===== src/rtl/freq_meter.sv =====
// Period meter for a slow asynchronous square wave: synchronizes sig_in to clk, counts
// clk cycles between rising edges, flags loss of signal and reports period stability.
module freq_meter #(
    parameter int               CNT_W       = 25,
    parameter logic [CNT_W-1:0] TIMEOUT_CYC = 25'd20000000,
    parameter logic [CNT_W-1:0] TOL         = 25'd4,
    parameter int               LOCK_CNT    = 4
) (
    input  logic             clk,
    input  logic             rst_n,
    input  logic             sig_in,
    output logic [CNT_W-1:0] period,
    output logic             period_valid,
    output logic             timeout,
    output logic             locked
);

    typedef enum logic [1:0] {
        WAIT_FIRST,
        MEASURING,
        LOST
    } state_t;

    localparam logic [3:0] LOCK_MAX = 4'(LOCK_CNT);

    state_t           state;
    logic             s1, s2, s3;
    logic             rise;
    logic [CNT_W-1:0] cnt;
    logic             prev_ok;
    logic [3:0]       lock_run;
    logic [3:0]       lock_next;
    logic [CNT_W:0]   diff;
    logic             stable;

    // NOTE: sequential state uses non-blocking assignments so every flop samples
    // the pre-edge value of its neighbours; blocking here would collapse the chain.
    always_ff @(posedge clk or negedge rst_n) begin
        if (!rst_n) begin
            s1 <= 1'b0;
            s2 <= 1'b0;
            s3 <= 1'b0;
        end else begin
            s1 <= sig_in;
            s2 <= s1;
            s3 <= s2;
        end
    end

    assign rise = s2 & ~s3;

    // NOTE: every always_comb output gets a default first so no path leaves it
    // unassigned, which would otherwise infer a latch.
    always_comb begin
        diff = '0;
        if (cnt >= period) begin
            diff = {1'b0, cnt} - {1'b0, period};
        end else begin
            diff = {1'b0, period} - {1'b0, cnt};
        end
    end

    assign stable = (diff <= {1'b0, TOL});

    always_comb begin
        lock_next = LOCK_MAX;
        if (lock_run < LOCK_MAX) begin
            lock_next = lock_run + 4'd1;
        end
    end

    always_ff @(posedge clk or negedge rst_n) begin
        if (!rst_n) begin
            state        <= WAIT_FIRST;
            cnt          <= '0;
            period       <= '0;
            period_valid <= 1'b0;
            timeout      <= 1'b0;
            locked       <= 1'b0;
            prev_ok      <= 1'b0;
            lock_run     <= '0;
        end else begin
            period_valid <= 1'b0;
            case (state)
                WAIT_FIRST: begin
                    cnt <= '0;
                    if (rise) begin
                        cnt   <= CNT_W'(1);
                        state <= MEASURING;
                    end
                end
                MEASURING: begin
                    // A rise on the timeout cycle still counts as a valid period.
                    if (rise) begin
                        period       <= cnt;
                        period_valid <= 1'b1;
                        cnt          <= CNT_W'(1);
                        if (!prev_ok) begin
                            lock_run <= '0;
                            prev_ok  <= 1'b1;
                        end else if (stable) begin
                            lock_run <= lock_next;
                            if (lock_next == LOCK_MAX) begin
                                locked <= 1'b1;
                            end
                        end else begin
                            lock_run <= '0;
                            locked   <= 1'b0;
                        end
                    end else if (cnt == TIMEOUT_CYC) begin
                        timeout  <= 1'b1;
                        locked   <= 1'b0;
                        lock_run <= '0;
                        prev_ok  <= 1'b0;
                        cnt      <= '0;
                        state    <= LOST;
                    end else begin
                        cnt <= cnt + CNT_W'(1);
                    end
                end
                LOST: begin
                    cnt <= '0;
                    if (rise) begin
                        timeout <= 1'b0;
                        cnt     <= CNT_W'(1);
                        state   <= MEASURING;
                    end
                end
                default: begin
                    state <= WAIT_FIRST;
                    cnt   <= '0;
                end
            endcase
        end
    end

    a_no_lock_when_lost: assert property (@(posedge clk) disable iff (!rst_n) !(timeout && locked));

endmodule


===== config.mk =====
export PLATFORM = sky130hd
export DESIGN_NAME = freq_meter
export DESIGN_NICKNAME = d
export VERILOG_FILES = /design/src/rtl/freq_meter.sv
export SDC_FILE = /design/constraint.sdc
export NUM_CORES = 1
export LEC_CHECK = 0
export CAP_MARGIN = 10
export CORE_MARGIN = 1.5
export CORE_UTILIZATION = 45
export DETAILED_ROUTE_END_ITERATION = 16
export SLEW_MARGIN = 10
export SYNTH_ARGS = -nofsm -noshare
export SYNTH_HDL_FRONTEND = slang
export SYNTH_SLANG_ARGS = --single-unit

===== constraint.sdc =====
create_clock -name clk -period 7.3 [get_ports clk]
set_input_delay 0.73 -clock clk [delete_from_list [all_inputs] [get_ports clk]]
set_output_delay 0.73 -clock clk [all_outputs]
set_load 0.01 [all_outputs]

==> impl_results.md <==
- All-layer global routing usage: 26.6%
- CP top delay family: simple AND/OR/NAND/NOR gates
- CTS tree: yes
- Buffer type at the clock tree root: clkbuf_16
- Sequential element share of the synthesized area: roughly 28%
- Fraction of final layout cells sized beyond drive strength 1: under 10%
- Top Ports: 31
- CTS sink cnt: between 60 and 70
- Post-route ant nets: 0
- Timing-limited maximum frequency: 271 MHz
- Number of buffers inserted to repair setup after CTS: 0
- Post-Syn Area per Cell: between 7 and 8 µm²
- Total Nets Final: slightly below 800
- Critical path class: reg2reg
- Endpoint type of the worst setup path: register
- Post-synth EDFFs: 0
- Leakage power summed over all cells: 2.77 nW
- Slowest Stage Delay on Critical Path: roughly 0.53 ns
- Clock slew seen by the registers of the worst setup and hold paths: about 0.05 ns
- Final sum of negative setup slack: 0 ns
- Layout Skew: ~0.0055 ns
- Classification of the worst-slack hold path: reg2reg
- Sum of routed wire length over all layers: between 15000 and 20000 µm
- Post-synthesis instance area: about 5700 µm²
- Grt peak-use layer: met2
- Area Overhead vs Synth: 12.1%
- Slowest stage cell on the critical path: ha_1
- Top library cells by usage in the layout, fill and taps aside: 71 x nand2_1, 70 x a21oi_1, 64 x inv_1
- Gpl congestion: just over 0.9
- Number of fill cells in the layout: 1175
- Peak supply drop: approximately 170 µV
- Die Y: around 120 µm
- Cell type contributing the most total cell area after synthesis: dfrtp_1
- Number of remaining DRC errors: 0
- Most common cell after layout, fill and taps aside: nand2_1
- Number of vias per cell: around 5.7
- Headroom to the max-slew limit: 27.3%
- Initial Util: 46.6%
- Wire length of the first global-routing pass: between 20000 and 30000 µm
- Synth Flop Type: dfrtp_1
- Cells traversed along the worst timing path: ha_1 > nand2_1 > nor4_4 > a31oi_1 > o22a_2 > nand2_2 > mux2i_1 > xor2_1 > nor4_1 > nand4_1 > a211oi_2
- Outcome: completed
- Max Cap Viol: 0
- Number of vias in the routed layout: 5114
- Count of hold-fix buffers inserted at cts: 0
- Async SR Flop Fraction: 100%
- Required time of the critical path: approximately 7.6 ns
- Quantity of I/O buffers inserted on ports: 30
- Routed length per instance: ~19 µm
- Slew at the pin closest to its max-slew limit: 1.09 ns
- Total number of placement rows: 40
- Synthesis-stage register bit count: 63
- Post-synthesis cell count: roughly 710
- Crit Path Max Fanout: 15
- Clock latency of the later-clocked register in the worst-skew pair: approximately 0.35 ns
- Area of the core region: between 10000 and 15000 µm²
- Number of buffers created by CTS: 9
- Synth area leaders: dfrtp_1 28%, ha_1 12%, a21oi_1 6.2%
- Met2 capacity usage during global routing: approximately 40%
- Synthesis warning total: 0
- Pre-antenna DRT Iters: 5
- Global route total overflow: 0
- Power density cells: about 340 nW/µm²
- Finished layout cell area: 6350 µm²
- Worst Path Buf+Inv: 0
- Post-placement cell area: 6030 µm²
- WP data arrival: a little under 4 ns
- Antenna cells: 0
- Die area: 13300 µm²
- Final Hold Viols: 0
- Met1 track utilization from global routing: a little under two fifths
- Final worst-path cycle share: approximately half
- Maximum number of pins on one net before global-route repair: 64
- Startpoint type of the worst setup path: register
- 1st-iter DRT viols: 444
- Post-synthesis cell type count: 65
- Post-CTS Resized: 0
- Top-area cell type share of the netlist area: between 20 and 30%
- Longest Clk Path Bufs: 2
- Pins Over Slew Limit: 0
- Minimum period implied by the final worst setup slack: 3.69 ns
- Number of antenna violations at the first check in global routing: 0
- HPWL Detailed: about 13000 µm
- CTS HTree Levels: 3
- Die X-Extent: 115 µm
- Syn_nets: 768
- Setup violations, final: 0
- Met3 GRT Util: under 10%
- Number of global-route vias before repair: 4974
- Setup repair after global routing missed its margin: no
[sequential cells by signal (all words and copies together) (netlist names), 2 cells and up]
signal,cells
period,25
cnt,25
lock_run,4
state,2
[synthesized netlist by cell type (8+ instances only)]
library cell  number
nand3_1           16
buf_2             11
nor3_1            17
xor2_1            15
o211ai_1           8
xnor2_1           35
o21ai_0           58
clkbuf_1          12
nand2_1           71
nor2_1            64
dfrtp_1           63
o21bai_1           8
a21oi_1           70
inv_1             64
nand4_1           18
ha_1              53
a21o_1             8
[per-stage QoR]
stage | std cells | utilization (%) | hold WS, ns | power, W | setup slack, ns
after floorplan | 712 | - | 0.331 | 0.00141 | 4.33
after global placement | 881 | 49.5 | 0.337 | 0.00169 | 3.66
after detailed placement | 881 | 49.5 | 0.342 | 0.00168 | 3.64
after CTS | 895 | 52.2 | 0.355 | 0.00217 | 3.62
after global routing | 895 | 52.2 | 0.366 | 0.00232 | 3.36
final | 895 | 52.2 | 0.352 | 0.00217 | 3.61
[cells by family after synthesis]
family / after synthesis / synth area share [%]
compound gates: 214 / 24.4
mux: 7 / 1.24
xor+xnor: 50 / 7.73
flops: 63 / 27.8
fa+ha+maj: 53 / 11.7
buf+inv: 94 / 7.01
simple gates: 231 / 20.0
[final timing paths]
check                             start    endpoint  slack (ns)  cells past startpoint
worst min register to register       s1          s2        0.35                      0
max in group asynchronous         rst_n  period[23]        6.19                      2
worst max register to register  cnt[14]      locked        3.61                     11
min in group asynchronous         rst_n      cnt[0]        0.56                      2
worst min-delay path                 s1          s2        0.35                      0
worst max-delay path            cnt[14]      locked        3.61                     11
[area by class of cell]
type                            count  area (µm²)  share of cell area [%]
Tap cell                          168         210                    3.31
Sequential cell                    63        1580                    24.8
Timing Repair Buffer               31         303                    4.77
Clock inverter                      3        67.6                    1.06
Multi-Input combinational cell    555        3700                    58.2
Clock buffer                       11         253                    3.98
Inverter                           64         240                    3.79
[power breakdown]
| part | leakage [nW] | switching, W | internal [W] | total [W] |
|---|---|---|---|---|
| clock network | 0.154 | 0.000161 | 0.000313 | 0.000474 |
| registers | 0.851 | 0.0000296 | 0.000367 | 0.000397 |
| logic | 1.77 | 0.000758 | 0.000543 | 0.00130 |
[metal layers]
layer,vias to the layer above,part of all wire (%)
met5,-,0
met4,0,1.6
met3,16,5.6
met2,134,44
met1,2445,49
li1,2519,-
No activity file was read; power rests on OpenSTA's default activity.
